<file path="config.mk">
export PLATFORM = sky130hd
export DESIGN_NAME = bin2onehot_stream_flat
export DESIGN_NICKNAME = d
export VERILOG_FILES = /design/src/rtl/bin2onehot_stream_if.sv /design/src/rtl/bin2onehot_stream.sv /design/src/flat_wrapper.sv
export SDC_FILE = /design/constraint.sdc
export NUM_CORES = 1
export LEC_CHECK = 0
export CORE_MARGIN = 2
export CORE_UTILIZATION = 42
export CTS_BUF_LIST = sky130_fd_sc_hd__clkbuf_4
export DETAILED_ROUTE_END_ITERATION = 10
export PLACE_DENSITY = 0.86
export RECOVER_POWER = 50
export SYNTH_ARGS = -nofsm -noshare
export SYNTH_HDL_FRONTEND = slang
export SYNTH_SLANG_ARGS = --single-unit
</file>
<file path="constraint.sdc">
create_clock -name wb_clk_i -period 2.62 [get_ports wb_clk_i]
set_clock_uncertainty 0.2 [all_clocks]
set_input_delay 0.786 -clock wb_clk_i [delete_from_list [all_inputs] [get_ports wb_clk_i]]
set_output_delay 0.786 -clock wb_clk_i [all_outputs]
set_load 0.02 [all_outputs]
</file>
<file path="src/rtl/bin2onehot_stream_if.sv">
// Stream bundle between an index-code producer, the one-hot decoder and its consumer.
// master drives codes and consumes words; slave is the decoder side.
interface bin2onehot_stream_if #(
    parameter int N = 64
);
    localparam int K = $clog2(N);

    logic [K:0]   in_code;
    logic         in_valid;
    logic         in_ready;
    logic [N-1:0] onehot_out;
    logic         out_valid;
    logic         out_ready;
    logic         err_clr;
    logic         err;
    logic [7:0]   err_count;

    modport master (
        output in_code, in_valid, out_ready, err_clr,
        input  in_ready, onehot_out, out_valid, err, err_count
    );

    modport slave (
        input  in_code, in_valid, out_ready, err_clr,
        output in_ready, onehot_out, out_valid, err, err_count
    );
endinterface

</file>
<file path="src/rtl/bin2onehot_stream.sv">
// Purpose: buffers {valid, index} codes in a 2-entry FIFO and presents the head as a one-hot word.
// Latency: one cycle from push into an empty buffer to out_valid; one word per cycle sustained.
// Backpressure: in_ready drops only when both entries are held; ready/valid derive from state alone.
module bin2onehot_stream #(
    parameter int N = 64
) (
    input  logic               wb_clk_i,
    input  logic               wb_rst_i,
    bin2onehot_stream_if.slave bus
);
    localparam int K     = $clog2(N);
    localparam int DEPTH = 2;
    localparam logic [K:0] N_LIM = (K+1)'(N);

    typedef enum logic [1:0] {
        EMPTY = 2'd0,
        ONE   = 2'd1,
        FULL  = 2'd2
    } state_t;

    state_t     state;
    state_t     state_nxt;
    logic [K:0] mem [DEPTH];
    logic       wr_ptr;
    logic       rd_ptr;
    logic       in_ready_c;
    logic       out_valid_c;
    logic       push;
    logic       pop;
    logic [K:0] head;
    logic       head_in_range;
    logic       code_oor;
    logic       oor_push;
    logic [N-1:0] onehot_c;

    always_ff @(posedge wb_clk_i or posedge wb_rst_i) begin
        if (wb_rst_i) begin
            state <= EMPTY;
        end else begin
            state <= state_nxt;
        end
    end

    // Push and pop conditions are folded into the transitions so that
    // push+pop in ONE holds, and a pop in FULL never admits a push.
    always_comb begin
        state_nxt   = state;
        in_ready_c  = 1'b0;
        out_valid_c = 1'b0;
        case (state)
            EMPTY: begin
                in_ready_c = 1'b1;
                if (bus.in_valid) state_nxt = ONE;
            end
            ONE: begin
                in_ready_c  = 1'b1;
                out_valid_c = 1'b1;
                if (bus.in_valid && !bus.out_ready)      state_nxt = FULL;
                else if (!bus.in_valid && bus.out_ready) state_nxt = EMPTY;
            end
            FULL: begin
                out_valid_c = 1'b1;
                if (bus.out_ready) state_nxt = ONE;
            end
            default: state_nxt = EMPTY;
        endcase
    end

    assign push = bus.in_valid && in_ready_c;
    assign pop  = out_valid_c && bus.out_ready;

    always_ff @(posedge wb_clk_i or posedge wb_rst_i) begin
        if (wb_rst_i) begin
            wr_ptr <= 1'b0;
            rd_ptr <= 1'b0;
        end else begin
            if (push) wr_ptr <= ~wr_ptr;
            if (pop)  rd_ptr <= ~rd_ptr;
        end
    end

    // Entry contents need no reset; they are only observed while out_valid is high.
    always_ff @(posedge wb_clk_i) begin
        if (push) mem[wr_ptr] <= bus.in_code;
    end

    // Codes are stored raw and decoded at the head to keep the storage K+1 bits wide.
    assign head          = mem[rd_ptr];
    assign head_in_range = {1'b0, head[K-1:0]} < N_LIM;

    always_comb begin
        onehot_c = '0;
        if (out_valid_c && head[K] && head_in_range) onehot_c[head[K-1:0]] = 1'b1;
    end

    assign code_oor = bus.in_code[K] && ({1'b0, bus.in_code[K-1:0]} >= N_LIM);
    assign oor_push = push && code_oor;

    // A clear coinciding with an out-of-range push leaves that push counted.
    always_ff @(posedge wb_clk_i or posedge wb_rst_i) begin
        if (wb_rst_i) begin
            bus.err       <= 1'b0;
            bus.err_count <= 8'd0;
        end else if (bus.err_clr) begin
            bus.err       <= oor_push;
            bus.err_count <= {7'd0, oor_push};
        end else if (oor_push) begin
            bus.err <= 1'b1;
            if (bus.err_count != 8'hFF) bus.err_count <= bus.err_count + 8'd1;
        end
    end

    assign bus.in_ready   = in_ready_c;
    assign bus.out_valid  = out_valid_c;
    assign bus.onehot_out = onehot_c;
endmodule

</file>
<file path="src/flat_wrapper.sv">
// flat-port wrapper written by rule: the top's interface ports become plain ports
module bin2onehot_stream_flat 
#(
    parameter int N = 64
)
  (wb_clk_i, wb_rst_i, bus_in_code, bus_in_valid, bus_out_ready, bus_err_clr, bus_in_ready, bus_onehot_out, bus_out_valid, bus_err, bus_err_count);
  bin2onehot_stream_if #(.N(N)) bus_i ();
  input  logic wb_clk_i;
  input  logic wb_rst_i;
  input wire logic [$bits(bus_i.in_code)-1:0] bus_in_code;
  input wire logic [$bits(bus_i.in_valid)-1:0] bus_in_valid;
  input wire logic [$bits(bus_i.out_ready)-1:0] bus_out_ready;
  input wire logic [$bits(bus_i.err_clr)-1:0] bus_err_clr;
  output wire logic [$bits(bus_i.in_ready)-1:0] bus_in_ready;
  output wire logic [$bits(bus_i.onehot_out)-1:0] bus_onehot_out;
  output wire logic [$bits(bus_i.out_valid)-1:0] bus_out_valid;
  output wire logic [$bits(bus_i.err)-1:0] bus_err;
  output wire logic [$bits(bus_i.err_count)-1:0] bus_err_count;
  assign bus_i.in_code = bus_in_code;
  assign bus_i.in_valid = bus_in_valid;
  assign bus_i.out_ready = bus_out_ready;
  assign bus_i.err_clr = bus_err_clr;
  assign bus_in_ready = bus_i.in_ready;
  assign bus_onehot_out = bus_i.onehot_out;
  assign bus_out_valid = bus_i.out_valid;
  assign bus_err = bus_i.err;
  assign bus_err_count = bus_i.err_count;
  bin2onehot_stream #(.N(N)) u_core (.wb_clk_i(wb_clk_i), .wb_rst_i(wb_rst_i), .bus(bus_i));
endmodule
</file>
==> results.ini <==
[sta]
min_period_ns = 2.951
rsz0062_at_grt = true
timing.hold.ws_ns = 0.3000
min_period_over_period = 1.126
hold_viol = 0
fmax_mhz = 338.9
fin_ws_ns = -0.3308
finalSetupViolations = 64
slew_viol_final = 0

[clock_network]
cts_hold_buf = 0
root_buffer = clkbuf_4
cts.sinks = 18
clk_path_buf_depth = 2
path_clk_slew_ns = 0.10
cts_tree = yes
clk_latency_ns = 0.28
numCtsBuffers = 3
htreeDepth = 1

[detailed_routing]
wl_per_cell_um = 19.10
drtIter0Drc = 71
firstDrtPassIters = 4
routed_via_density = 5.448
vias = 1945
drc = 0
routed_wl_um = 6817
ant_nets = 0

[placed_design]
dp_hpwl_um = 3839
io_buffers = 76
place_congestion = 0.8470
dp_cells = 330
dp_worst_setup_slack_ns = -0.4045

[final_layout]
layout.cells.most_common_list = buf_4, buf_6, nor2_1
drive_above_1_share = 0.6971
antenna_cells = 0
fillers = 198
nNetsFinal = 325
finalNonFillerCells = 357
utilization = 0.8558
syn2layout_area_growth_pct = 95.85
final_common_cell = buf_4

[critical_path]
cp_cell_sequence = buf_12 -> buf_4 -> and4b_2 -> o22ai_4 -> nor2_1 -> buf_2
r2r_cells = 5
crit_buf_inv = 3
worst-path-stages = 6
crit_family = buffers and inverters
crit_type = flip-flop to primary output
critical-path-slowest-cell = dfrtp_2
required_ns = 1.63
worst_setup_path_start_kind = flip-flop
critPathMaxStageDelay_ns = 0.47
endpoint_kind = primary output
arrival_ns = 1.96
critical_path.max_fanout = 8

[job]
drv_cap = 0

[logic_synthesis]
synthCells = 180
ys_ff_latch = 18
seq_area_frac_synth = 0.2978
yosys-top-cells-area = edfxtp_1, nor2_1, o22ai_4
ys_async_sr_fraction = 0.2222
synth_edf_count = 14
yosys_warnings = 0
synth_area_leader_cell = edfxtp_1
synth_top_area_share = 0.2405
synthesis.area_um2 = 1748
syn_area_per_cell_um2 = 9.711
ys.flop_type = edfxtp_1
synth_cell_types = 48

[power]
powerDensity_nw_per_um2 = 784.2
p_leak_nw = 1.372
finalPower_mw = 2.684
ir_worst_vdd_mv = 0.8443

[floorplanning]
ios = 87
rows = 23
core_um2 = 4000
die_width_um = 68.51
die_y_um = 68.51
fp.dieArea_um2 = 4694
start_util = 0.4370

[global_routing]
grt_max_degree = 11
grt_usage = 0.2629
overflow = 0
grt_pass1_vias = 1833
grt_pass1_wl_um = 9018
antenna_found_initial = 0

[status]
violations = setup timing
status = finished with violations

[worst_hold_path]
holdCritPathClass = flip-flop to flip-flop
hold_depth = 1

## power by group
part | internal [mW] | leakage, nW | switching (mW) | total [mW]
Combinational | 0.939 | 1.18 | 1.12 | 2.05
Sequential | 0.408 | 0.178 | 0.0893 | 0.497
Clock | 0.0552 | 0.0154 | 0.0773 | 0.132
Total | 1.40 | 1.37 | 1.28 | 2.68
## synthesized netlist by cell type, types with 2 or more instances
master,instances
nor2_1,49
nor3_1,16
edfxtp_1,14
buf_4,10
inv_1,7
and3b_1,6
o22ai_4,6
ha_1,5
o21ai_2,5
and3_1,4
dfrtp_1,4
o211ai_2,4
nor2b_1,3
xnor2_1,3
a22oi_2,2
a31oi_4,2
and4bb_2,2
buf_2,2
clkbuf_1,2
mux2_2,2
nand2_1,2
nor3b_1,2
nor3b_2,2
nor3b_4,2
## sequential cells by signal, summed over array words and instances, names as in the netlist
| register | flops |
|---|---|
| u_core.state | 2 |
| u_core.rd_ptr | 1 |
| u_core.mem | 14 |
| u_core.wr_ptr | 1 |
## per-layer routing
| metal | vias to the layer above | routed length, um | GRT usage |
|---|---|---|---|
| li1 | 893 | - | - |
| met4 | 0 | 228 | 0.08750 |
| met3 | 20 | 307 | 0.02922 |
| met5 | - | 0 | 0 |
| met1 | 948 | 2363 | 0.2948 |
| met2 | 84 | 3917 | 0.5084 |
## stage by stage
| stage | setup TNS [ns] | area, um2 |
|---|---|---|
| floorplan | -0.1873 | 1882 |
| global placement | -19.09 | 2853 |
| detailed placement | -21.58 | 2853 |
| CTS | -12.62 | 3159 |
| global route | -18.91 | 3423 |
| finish | -15.28 | 3423 |
## layout make-up
cell class              count  area (um2)  area share
inverters                   7       26.28    0.007675
flip-flops and latches     18       521.8      0.1524
multi-input cells         148        1531      0.4474
well taps                  50       62.56     0.01827
clock buffers               3       22.52    0.006579
repair buffers            130        1255      0.3666
clock inverters             1       3.754    0.001096
## final timing paths
| kind | from | endpoint | slack [ns] |
|---|---|---|---|
| hold / removal | u_core.wr_ptr | u_core.wr_ptr | 0.30 |
| setup reg to reg | u_core.state[1] | u_core.mem[1][3] | 0.72 |
| hold reg to reg | u_core.wr_ptr | u_core.wr_ptr | 0.30 |
| min in group asynchronous | wb_rst_i | u_core.state[0] | 0.62 |
| setup / recovery | u_core.rd_ptr | bus_onehot_out[61] | -0.33 |
| max in group asynchronous | wb_rst_i | u_core.rd_ptr | 1.42 |
## kinds of logic (layout without fill, tap and decap cells)
logic type / Yosys count / count (layout) / share of synthesized area
muxes: 5 / 5 / 0.04223
xor gates and xnor gates: 3 / 3 / 0.01503
AOI/OAI and AO/OA: 26 / 26 / 0.1868
buffers and inverters: 22 / 141 / 0.07445
other: 1 / 9 / 0.002145
and+or+nand+nor: 100 / 100 / 0.3457
DFF: 18 / 18 / 0.2978
adders and majority gates: 5 / 5 / 0.03579
## repair_timing
item	CTS	global route
endpoints found under the setup margin	66	66
buffers inserted	18	5
pin swaps	43	25
gates cloned	1	1
gates resized for setup	386	66
(Power assumes the default switching activity.)
